`src/rtl/rr_sel41_arbiter.sv`:
```
// Round-robin arbiter in front of the 4-to-1 selector: one-hot grant plus
// the selector's select lines, with a hold quantum that forces handover.
module rr_sel41_arbiter #(
    parameter int MAX_HOLD = 8,
    parameter int CNT_W    = 4
) (
    input  logic       iClk,
    input  logic       iRst_n,
    input  logic [3:0] iReq,
    output logic [3:0] oGnt,
    output logic       oS1,
    output logic       oS0,
    output logic       oValid,
    output logic       oPreempt
);

    typedef enum logic {
        IDLE,
        GRANT
    } state_t;

    localparam logic [CNT_W-1:0] LAST = CNT_W'(MAX_HOLD - 1);

    state_t           state, state_nx;
    logic [1:0]       ptr, ptr_nx;
    logic [CNT_W-1:0] cnt, cnt_nx;
    logic [3:0]       gnt_nx;
    logic [1:0]       sel, sel_nx;
    logic             valid_nx;
    logic             preempt_nx;
    logic [3:0]       others;
    logic [1:0]       win;

    // First set bit of req at or after base, scanning upward modulo 4.
    function automatic logic [1:0] rr_pick(input logic [3:0] req, input logic [1:0] base);
        logic [1:0] idx;
        logic       found;
        rr_pick = base;
        found   = 1'b0;
        for (int i = 0; i < 4; i++) begin
            idx = base + 2'(i);
            if (!found && req[idx]) begin
                rr_pick = idx;
                found   = 1'b1;
            end
        end
    endfunction

    always_ff @(posedge iClk or negedge iRst_n) begin
        if (!iRst_n) begin
            state    <= IDLE;
            ptr      <= 2'd0;
            cnt      <= '0;
            oGnt     <= 4'd0;
            sel      <= 2'd0;
            oValid   <= 1'b0;
            oPreempt <= 1'b0;
        end else begin
            state    <= state_nx;
            ptr      <= ptr_nx;
            cnt      <= cnt_nx;
            oGnt     <= gnt_nx;
            sel      <= sel_nx;
            oValid   <= valid_nx;
            oPreempt <= preempt_nx;
        end
    end

    assign oS1 = sel[1];
    assign oS0 = sel[0];

    always_comb begin
        state_nx   = state;
        ptr_nx     = ptr;
        cnt_nx     = cnt;
        gnt_nx     = oGnt;
        sel_nx     = sel;
        valid_nx   = oValid;
        preempt_nx = 1'b0;
        others     = iReq & ~(4'b0001 << sel);
        win        = 2'd0;

        case (state)
            IDLE: begin
                gnt_nx   = 4'd0;
                valid_nx = 1'b0;
                if (iReq != 4'd0) begin
                    win      = rr_pick(iReq, ptr);
                    state_nx = GRANT;
                    gnt_nx   = 4'b0001 << win;
                    sel_nx   = win;
                    valid_nx = 1'b1;
                    cnt_nx   = '0;
                    ptr_nx   = win + 2'd1;
                end
            end
            GRANT: begin
                cnt_nx = cnt + 1'b1;
                if (!iReq[sel] || cnt == LAST) begin
                    // Release wins over expiry; both hand over from owner+1.
                    if (others != 4'd0) begin
                        win        = rr_pick(others, sel + 2'd1);
                        gnt_nx     = 4'b0001 << win;
                        sel_nx     = win;
                        cnt_nx     = '0;
                        ptr_nx     = win + 2'd1;
                        preempt_nx = iReq[sel];
                    end else if (!iReq[sel]) begin
                        state_nx = IDLE;
                        gnt_nx   = 4'd0;
                        valid_nx = 1'b0;
                        cnt_nx   = '0;
                    end else begin
                        cnt_nx = '0;
                    end
                end
            end
            default: state_nx = IDLE;
        endcase
    end

endmodule

```
`config.mk`:
```
export PLATFORM = sky130hd
export DESIGN_NAME = rr_sel41_arbiter
export DESIGN_NICKNAME = d
export VERILOG_FILES = /design/src/rtl/rr_sel41_arbiter.sv
export SDC_FILE = /design/constraint.sdc
export NUM_CORES = 1
export LEC_CHECK = 0
export CORE_ASPECT_RATIO = 1.2
export CORE_MARGIN = 5
export CORE_UTILIZATION = 58
export CTS_CLUSTER_DIAMETER = 60
export CTS_CLUSTER_SIZE = 25
export DETAILED_ROUTE_END_ITERATION = 8
export PLACE_DENSITY_LB_ADDON = 0.05
export SKIP_LAST_GASP = 1
export SYNTH_ARGS = -nofsm -noshare
export SYNTH_HDL_FRONTEND = slang
export SYNTH_SLANG_ARGS = --single-unit
```
`constraint.sdc`:
```
create_clock -name iClk -period 7.4 [get_ports iClk]
set_clock_uncertainty 0.2 [all_clocks]
set_input_delay 1.48 -clock iClk [delete_from_list [all_inputs] [get_ports iClk]]
set_output_delay 1.48 -clock iClk [all_outputs]
set_load 0.05 [all_outputs]
```
==> flow_summary.ini, run 1 <==
[final_layout]
count_of_placed_standard_cells_in_the_final_layout_fillers_left_out = 157
layout-area-overhead-vs-synth_pct = 14.1
layout.filler_cells = 145
insertedDiodeCount = 0
final_design_area_no_fill_um2 = 1240
drive_above_1_share_pct = 6.52
finish.utilization_pct = 68.5
finish.net_count = 150

[cts]
cts_max_path_buffers = 2
num_cts_buffers = 3
post_cts_buffers = 0
cts-htree-levels = 1
insertion_delay_ps = 300
cts_tree = yes
cts_hold_buffers = 0
clock_input_transition_at_the_sequential_cells_of_the_worst_setup_and_hold_paths_ps = 90
postCtsResizedCells = 0
clkSinkCount = 15
ctsRootBufferMaster = sky130_fd_sc_hd__clkbuf_4

[sta]
finalSetupViolations = 0
slew_viol_final = 0
grt_setup_unrepaired = false
fin_ws_ps = 3730
setup_tns_ps = 0
fmax_mhz = 272
max_slew.worst_pin.slew_ps = 683
min_period_ps = 3670
final.period_utilization_pct = 49.6
report.final.hold_viol_count = 0
max-slew-margin-rel_pct = 54.1
holdWs_ps = 295

[logic_synthesis]
synthesized_area_per_cell_um2 = 8.62
synth_edf_count = 0
netlist.area_leader.share_pct = 34.6
yosysMostFrequentCell = sky130_fd_sc_hd__dfrtp_1
synth.distinct_cells = 35
synth_common_cells = sky130_fd_sc_hd__dfrtp_1 (15), sky130_fd_sc_hd__o21ai_0 (14), sky130_fd_sc_hd__nor2b_1 (12), sky130_fd_sc_hd__nand2_1 (11), sky130_fd_sc_hd__nor2_1 (11)
asyncSetResetFlopFracSynth_pct = 100
netlist_area_before_placement_um2 = 1090
netlist_top_cells_area = sky130_fd_sc_hd__dfrtp_1 (35%), sky130_fd_sc_hd__nor2b_1 (6.9%), sky130_fd_sc_hd__o21ai_0 (6.5%), sky130_fd_sc_hd__ha_1 (5.8%), sky130_fd_sc_hd__a21oi_1 (4.1%)
synth_top_cell_by_area = sky130_fd_sc_hd__dfrtp_1
synth-main-ff-cell = sky130_fd_sc_hd__dfrtp_1
seq_area_frac_synth_pct = 34.6
mappedNetlistNets = 137
synth_cells = 126
yosys_register_bits = 15
ys_warn_count = 0

[route]
routedWlPerCell_um = 15.6
finalWirelength_mm = 2.45
drtIter0Drc = 22
post-route-drc-count = 0
vias = 987
detail_route.vias_per_cell = 6.29
antenna_violating_nets_post_route = 0
drtPass1Iterations = 4

[floorplan]
row_count = 17
core-area_um2 = 1810
chipHeight_um = 57.4
die_w_um = 49.5
ioPinCount = 14
start_util_pct = 60.1
die-area_um2 = 2840

[place]
numPortBuffers = 13
detailed_place_hpwl_mm = 1.90
place.gp.congestion = 0.948
dp_worst_setup_slack_ps = 3470
placed_cells_incl_taps = 153
post_dp_cell_area_um2 = 1210

[worst_setup_path]
crit_chain = clkdlybuf4s50_1 > nor2b_1 > nor4_2 > nor2_1 > o21ai_2 > inv_1 > a32o_1
cp.required_ps = 7380
critical_path.reg2reg.startpoint = sel[0]
r2r.worst_path.cells = 8
crit_type = in2reg
critical_path.endpoint_type = register
max_stage_delay_ps = 590
critical_path_arrival_ps = 3660
cpMaxStageDelayCell = sky130_fd_sc_hd__clkdlybuf4s50_1
timing.critical_path.from_type = primary input
r2r-end = ptr[1]
r2r_slack_ps = 4550
critPathMaxFanout = 12

[outcome]
run_status = completed

[power_and_ir_drop]
post-layout-total-power_mw = 0.583
power-per-cell-area_nw_per_um2 = 471
vdd_ir_drop_max_uv = 301
leakagePower_nw = 0.536

[worst_hold_path]
class_of_the_tightest_hold_or_removal_check = reg2reg
hold_end = cnt[3]
worst_hold_start = cnt[3]
whs_path_depth = 1

[global_route]
grt_start_max_net_pins = 16
combined_global_route_utilization_of_all_metal_layers_pct = 18.5
grt_antenna_before_repair = 0
wire_length_of_the_first_global_routing_pass_mm = 4.18
overflow = 0
first_global_vias = 965

[flow_run]
max-cap-violations = 0
[how the worst max path moves through the flow]
stage / slack (ps) / end / start
2_1_floorplan: 4380 / oGnt[1] / iReq[1]
3_3_place_gp: 3510 / oGnt[1] / iReq[0]
3_5_place_dp: 3470 / oGnt[1] / iReq[0]
4_1_cts: 3750 / oGnt[1] / iReq[0]
5_1_grt: 3590 / oGnt[1] / iReq[0]
6_report: 3730 / oGnt[1] / iReq[0]
[power breakdown]
part	total [mW]	switching [mW]	internal [mW]
clock	0.0487	0.0286	0.0201
sequential	0.154	0.0404	0.114
combinational	0.380	0.234	0.146
total	0.583	0.303	0.280
[kinds of logic (layout without fill, tap and decap cells)]
logic type / count (synthesis) / in the layout / synth area share, %
simple gates: 50 / 50 / 24.1
buf+inv: 12 / 24 / 5.07
xor+xnor: 1 / 1 / 0.807
compound gates: 40 / 40 / 25.7
flops: 15 / 15 / 34.6
fa+ha+maj: 5 / 5 / 5.76
mux: 3 / 3 / 4.03
[layout make-up]
cell class,count,area [µm²],area share [%]
multi-input combinational,99,656,52.9
sequential,15,375,30.3
timing repair buffer,13,130,10.5
inverter,7,26.3,2.12
tap,19,23.8,1.92
clock buffer,3,22.5,1.82
clock inverter,1,5.00,0.404
[placed cells by master, fill, tap and decap left out, drive strengths merged, types with 2 or more instances in the layout]
cell type,count
and2,2
nor2b,12
dfrtp,15
clkdlybuf4s50,13
nand2,11
o211a,2
o21ai,17
inv,7
o31ai,4
a21oi,9
nor2,11
nor3,2
a32o,2
clkbuf,3
nand3,4
ha,5
nor4,3
or2,2
a221oi,2
[registers in the layout (all words and copies together), names as in the netlist]
register / cells
cnt: 4
oGnt: 4
ptr: 2
sel: 2
oValid: 1
state: 1
oPreempt: 1
[metal layers]
layer / up-vias / global-route usage [%] / routed length, µm
met4: 0 / 9.74 / 45
met5: - / 0 / 0
met2: 21 / 32.2 / 1300
li1: 479 / - / -
met3: 5 / 2.61 / 77
met1: 482 / 21.7 / 1020
[critical path: cells and delay by family]
family / cells / cell delay, ps
AND/OR/NAND/NOR: 3 / 930
buffers and inverters: 2 / 670
AO/OA/AOI/OAI: 2 / 560
No activity file was read; power rests on OpenSTA's default activity.
==> run 2: changes to the inputs <==
--- a/config.mk
+++ b/config.mk
@@ -7,7 +7,7 @@
 export LEC_CHECK = 0
 export CORE_ASPECT_RATIO = 1.2
 export CORE_MARGIN = 5
-export CORE_UTILIZATION = 58
+export CORE_UTILIZATION = 49
 export CTS_CLUSTER_DIAMETER = 60
 export CTS_CLUSTER_SIZE = 25
 export DETAILED_ROUTE_END_ITERATION = 8
==> constraint.sdc (replaced) <==
create_clock -name iClk -period 3.1 [get_ports iClk]
set_clock_uncertainty 0.2 [all_clocks]
set_input_delay 0.62 -clock iClk [delete_from_list [all_inputs] [get_ports iClk]]
set_output_delay 0.62 -clock iClk [all_outputs]
set_load 0.05 [all_outputs]
==> run 2 against run 1 <==
Hold slack lost 16 ps; worst setup slack lost 3300 ps; flip-flop and latch count stayed put; power is 140% higher; critical path depth rose by 1; final cell count is 10% higher; non-clock buffer count grew 5; via count down 2.2%; sequential power up 140%; die area grew 15%; largest cell class unchanged; largest power group unchanged; clock power grew 120%.
==> flow_summary.ini, run 2 (synthesized netlist as in run 1, its figures left out) <==
[place]
place.gp.congestion = 0.842
numPortBuffers = 13
detailed_place_hpwl_mm = 1.87

[power_and_ir_drop]
combPwrFrac_pct = 66.7
netSwitchingPower_mw = 0.719
p_int_mw = 0.708
leakagePower_nw = 0.558
vdd_ir_drop_max_uv = 752
seq_power_share_pct = 25.6
power_switching_share_pct = 50.4
power-per-cell-area_nw_per_um2 = 1110
clockPowerShare_pct = 7.7

[route]
antenna_violating_nets_post_route = 0
routedWlPerCell_um = 13.6
drtPass1Iterations = 4
vias = 965
post-route-drc-count = 0
finalWirelength_mm = 2.36
detail_route.vias_per_cell = 5.58
drtIter0Drc = 11

[final_layout]
layout-area-overhead-vs-synth_pct = 18.7
insertedDiodeCount = 0
biggest_registers_after_layout = cnt: 4 flops, oGnt: 4 flops
layout.filler_cells = 185
finish.utilization_pct = 61.5
finish.net_count = 155
drive_above_1_share_pct = 9.09
layout.cells.most_common_list = sky130_fd_sc_hd__dfrtp_1 (15), sky130_fd_sc_hd__o21ai_0 (14), sky130_fd_sc_hd__clkdlybuf4s50_1 (13), sky130_fd_sc_hd__nor2b_1 (12)
layout.cells.most_common = sky130_fd_sc_hd__dfrtp_1

[outcome]
run_status = completed

[cts]
cts_tree = yes
clkSinkCount = 15
cts_max_path_buffers = 2
post_cts_buffers = 0
cts_hold_buffers = 0
clock_input_transition_at_the_sequential_cells_of_the_worst_setup_and_hold_paths_ps = 90
ctsRootBufferMaster = sky130_fd_sc_hd__clkbuf_4
num_cts_buffers = 3
cts-htree-levels = 1
insertion_delay_ps = 280
postCtsResizedCells = 0

[sta]
fmax_mhz = 376
final.period_utilization_pct = 85.7
finalSetupViolations = 0
grt_setup_unrepaired = false
max-slew-margin-rel_pct = 55.1
max_slew.worst_pin.slew_ps = 672
slew_viol_final = 0
report.final.hold_viol_count = 0
min_period_ps = 2660
setup_tns_ps = 0

[floorplan]
ioPinCount = 14
row_count = 18
start_util_pct = 51.9
die_w_um = 53.0
core-area_um2 = 2090
chipHeight_um = 61.6
die-area_um2 = 3260

[worst_hold_path]
whs_path_depth = 1
hold_end = cnt[3]
class_of_the_tightest_hold_or_removal_check = reg2reg
worst_hold_start = cnt[3]

[worst_setup_path]
cp.required_ps = 3120
critical_path_arrival_ps = 2670
r2r.worst_path.cells = 8
critical_path.reg2reg.startpoint = sel[0]
r2r-end = oGnt[3]
timing.critical_path.from_type = register
crit_type = reg2reg
r2r_slack_ps = 440
critPathMaxFanout = 14
critical_path.endpoint_type = register

[global_route]
first_global_vias = 973
overflow = 0
combined_global_route_utilization_of_all_metal_layers_pct = 16.6
grt_antenna_before_repair = 0
wire_length_of_the_first_global_routing_pass_mm = 4.11
grt_start_max_net_pins = 16

[flow_run]
max-cap-violations = 0
## run 2: changes by cell type in the layout (fill, tap and decap cells not counted), sizes merged
cell    change
buf         +5
clkbuf      +1
clkinv      -1
## run 2: per-layer routing
layer / vias to the layer above / part of all wire (%) / global-route usage, % / routed length (µm)
met4: 0 / 0 / 2.19 / 0
met1: 462 / 45 / 21.3 / 1070
met3: 0 / 3.6 / 4.60 / 86
met2: 18 / 51 / 28.5 / 1200
met5: - / 0 / 0 / 0
li1: 485 / - / - / -
## run 2: critical path: stages, from the launching register on
cell	delay, ps
sky130_fd_sc_hd__dfrtp_1	610
sky130_fd_sc_hd__inv_1	170
sky130_fd_sc_hd__ha_1	450
sky130_fd_sc_hd__mux2i_1	230
sky130_fd_sc_hd__o211a_1	170
sky130_fd_sc_hd__a21oi_1	50
sky130_fd_sc_hd__or2_1	230
sky130_fd_sc_hd__o41ai_1	310
sky130_fd_sc_hd__mux2_1	180
## run 2: how the worst max path moves through the flow
stage	from	endpoint	cells past startpoint
after floorplan	sel[0]	ptr[1]	9
after global placement	iReq[0]	oGnt[3]	7
after detailed placement	iReq[0]	oGnt[3]	7
after CTS	sel[0]	oGnt[3]	8
after global routing	sel[0]	oGnt[3]	8
final	sel[0]	oGnt[3]	8
## run 2: power groups by stage
stage	Sequential, mW	Clock, mW	Combinational [mW]
detailed placement	0.370	0	0.951
global placement	0.369	0	0.932
finish	0.365	0.109	0.952
floorplan	0.463	0	0.600
global route	0.383	0.123	1.05
CTS	0.367	0.112	0.956
## run 2: layout make-up
type,count,area (µm²),area share [%]
clock buffers,4,26.3,2.04
inverters,7,26.3,2.04
multi-input cells,99,656,50.9
flip-flops and latches,15,375,29.1
well taps,30,37.5,2.91
repair buffers,18,168,13.0
## run 2: through the flow
step	cells	cell area, µm²	total power, mW	hold slack (ps)	setup slack (ps)
2_1_floorplan	126	1090	1.06	124	456
3_3_place_gp	169	1260	1.30	262	255
3_5_place_dp	169	1260	1.32	271	226
4_1_cts	173	1290	1.43	284	457
5_1_grt	173	1290	1.56	298	240
6_report	173	1290	1.43	279	443
==> run 3: changes to the inputs <==
--- a/config.mk
+++ b/config.mk
@@ -12,7 +12,7 @@
 export CTS_CLUSTER_SIZE = 25
 export DETAILED_ROUTE_END_ITERATION = 8
 export PLACE_DENSITY_LB_ADDON = 0.05
-export SKIP_LAST_GASP = 1
+export RECOVER_POWER = 25
 export SYNTH_ARGS = -nofsm -noshare
 export SYNTH_HDL_FRONTEND = slang
 export SYNTH_SLANG_ARGS = --single-unit
==> run 3 against run 2 <==
Worst setup slack unchanged; flip-flop and latch count did not move; sequential power about the same; count of clock-buffer cells in the layout unchanged; register-to-register slack barely moved; cell area unchanged; utilization stayed put; largest cell class unchanged; highest routed layer unchanged.
==> flow_summary.ini, run 3 (synthesized netlist as in run 1, its figures left out) <==
[place]
detailed_place_hpwl_mm = 1.87
dp_worst_setup_slack_ps = 226
place.gp.congestion = 0.842
numPortBuffers = 13
post_dp_cell_area_um2 = 1260

[cts]
clock_input_transition_at_the_sequential_cells_of_the_worst_setup_and_hold_paths_ps = 90
postCtsResizedCells = 0
cts-htree-levels = 1
cts_tree = yes
clkSinkCount = 15
cts_hold_buffers = 0
cts_max_path_buffers = 2
post_cts_buffers = 0
ctsRootBufferMaster = sky130_fd_sc_hd__clkbuf_4
insertion_delay_ps = 280
num_cts_buffers = 3

[global_route]
wire_length_of_the_first_global_routing_pass_mm = 4.11
combined_global_route_utilization_of_all_metal_layers_pct = 16.6
grt_start_max_net_pins = 16
first_global_vias = 973
grt_antenna_before_repair = 0
overflow = 0

[worst_setup_path]
critPathMaxFanout = 14
cpMaxStageDelayCell = sky130_fd_sc_hd__dfrtp_1
max_stage_delay_ps = 610
critical_path_arrival_ps = 2670
critical_path.endpoint_type = register
cp.required_ps = 3120
crit_chain = inv_1 > ha_1 > mux2i_1 > o211a_1 > a21oi_1 > or2_1 > o41ai_1 > mux2_1
crit_type = reg2reg
cp_bufs_invs = 1
timing.critical_path.from_type = register
dominant_delay_contributor_by_cell_family_on_the_critical_path = flip-flops

[floorplan]
die-area_um2 = 3260
ioPinCount = 14
chipHeight_um = 61.6
core-area_um2 = 2090
die_w_um = 53.0
row_count = 18
start_util_pct = 51.9

[sta]
setup_tns_ps = 0
max-slew-margin-rel_pct = 54.6
slew_viol_final = 0
grt_setup_unrepaired = false
max_slew.worst_pin.slew_ps = 679
fin_ws_ps = 443
report.final.hold_viol_count = 0
final.period_utilization_pct = 85.7
finalSetupViolations = 0
min_period_ps = 2660
fmax_mhz = 376

[power_and_ir_drop]
power-per-cell-area_nw_per_um2 = 1110
vdd_ir_drop_max_uv = 752
leakagePower_nw = 0.558

[route]
routedWlPerCell_um = 13.6
finalWirelength_mm = 2.36
detail_route.vias_per_cell = 5.58
antenna_violating_nets_post_route = 0
drtPass1Iterations = 4
post-route-drc-count = 0
drtIter0Drc = 11
vias = 965

[final_layout]
layout.filler_cells = 185
layout.cells.most_common = sky130_fd_sc_hd__dfrtp_1
multi_input_area_um2 = 656
finish.net_count = 155
final_design_area_no_fill_um2 = 1290
layout-area-overhead-vs-synth_pct = 18.7
layout.cells.most_common_list = sky130_fd_sc_hd__dfrtp_1 (15), sky130_fd_sc_hd__o21ai_0 (14), sky130_fd_sc_hd__nor2b_1 (12), sky130_fd_sc_hd__clkdlybuf4s50_1 (12)
biggest_registers_after_layout = cnt: 4 flops, oGnt: 4 flops
insertedDiodeCount = 0
register_area_um2 = 375
drive_above_1_share_pct = 9.09

[outcome]
run_status = completed

[flow_run]
max-cap-violations = 0

[worst_hold_path]
class_of_the_tightest_hold_or_removal_check = reg2reg
-- run 3: cell types whose count changed in the layout (fill, tap and decap cells not counted) --
cell                              previous run  this run
sky130_fd_sc_hd__dlygate4sd3_1               0         1
sky130_fd_sc_hd__clkdlybuf4s50_1            13        12
-- run 3: layer usage --
metal	up-vias	part of all wire (%)	GRT usage [%]
li1	485	-	-
met1	462	45	21.3
met2	18	51	28.5
met3	0	3.6	4.60
met4	0	0	2.19
met5	-	0	0
-- run 3: worst reg2reg max path: stages (launching register included) --
cell and delay, ps:
sky130_fd_sc_hd__dfrtp_1 610, sky130_fd_sc_hd__inv_1 170, sky130_fd_sc_hd__ha_1 450, sky130_fd_sc_hd__mux2i_1 230, sky130_fd_sc_hd__o211a_1 170, sky130_fd_sc_hd__a21oi_1 50
sky130_fd_sc_hd__or2_1 230, sky130_fd_sc_hd__o41ai_1 310, sky130_fd_sc_hd__mux2_1 180
-- run 3: worst paths after layout --
check	start	to	slack (ps)	cells past startpoint
max	sel[0]	oGnt[3]	440	8
min in group asynchronous	iRst_n	oValid	610	1
min reg2reg	cnt[3]	cnt[3]	280	1
max in group asynchronous	iRst_n	sel[0]	1650	1
min	cnt[3]	cnt[3]	280	1
max reg2reg	sel[0]	oGnt[3]	440	8
-- run 3: cell type report --
cell class,count,share of cell area [%]
inverters,7,2.04
multi-input cells,99,50.9
repair buffers,18,13.0
flip-flops and latches,15,29.1
well taps,30,2.91
clock buffers,4,2.04
-- run 3: per-stage QoR --
| stage | hold WS [ps] | total power, mW | instances | utilization, % |
|---|---|---|---|---|
| 2_1_floorplan | 124 | 1.06 | 126 | - |
| 3_3_place_gp | 262 | 1.30 | 169 | 60.3 |
| 3_5_place_dp | 271 | 1.32 | 169 | 60.3 |
| 4_1_cts | 284 | 1.43 | 173 | 61.5 |
| 5_1_grt | 298 | 1.56 | 173 | 61.5 |
| 6_report | 279 | 1.43 | 173 | 61.5 |
-- run 3: power breakdown --
part	switching (mW)	internal (mW)
clock	0.0595	0.0499
combinational	0.567	0.385
sequential	0.0931	0.272
total	0.719	0.707
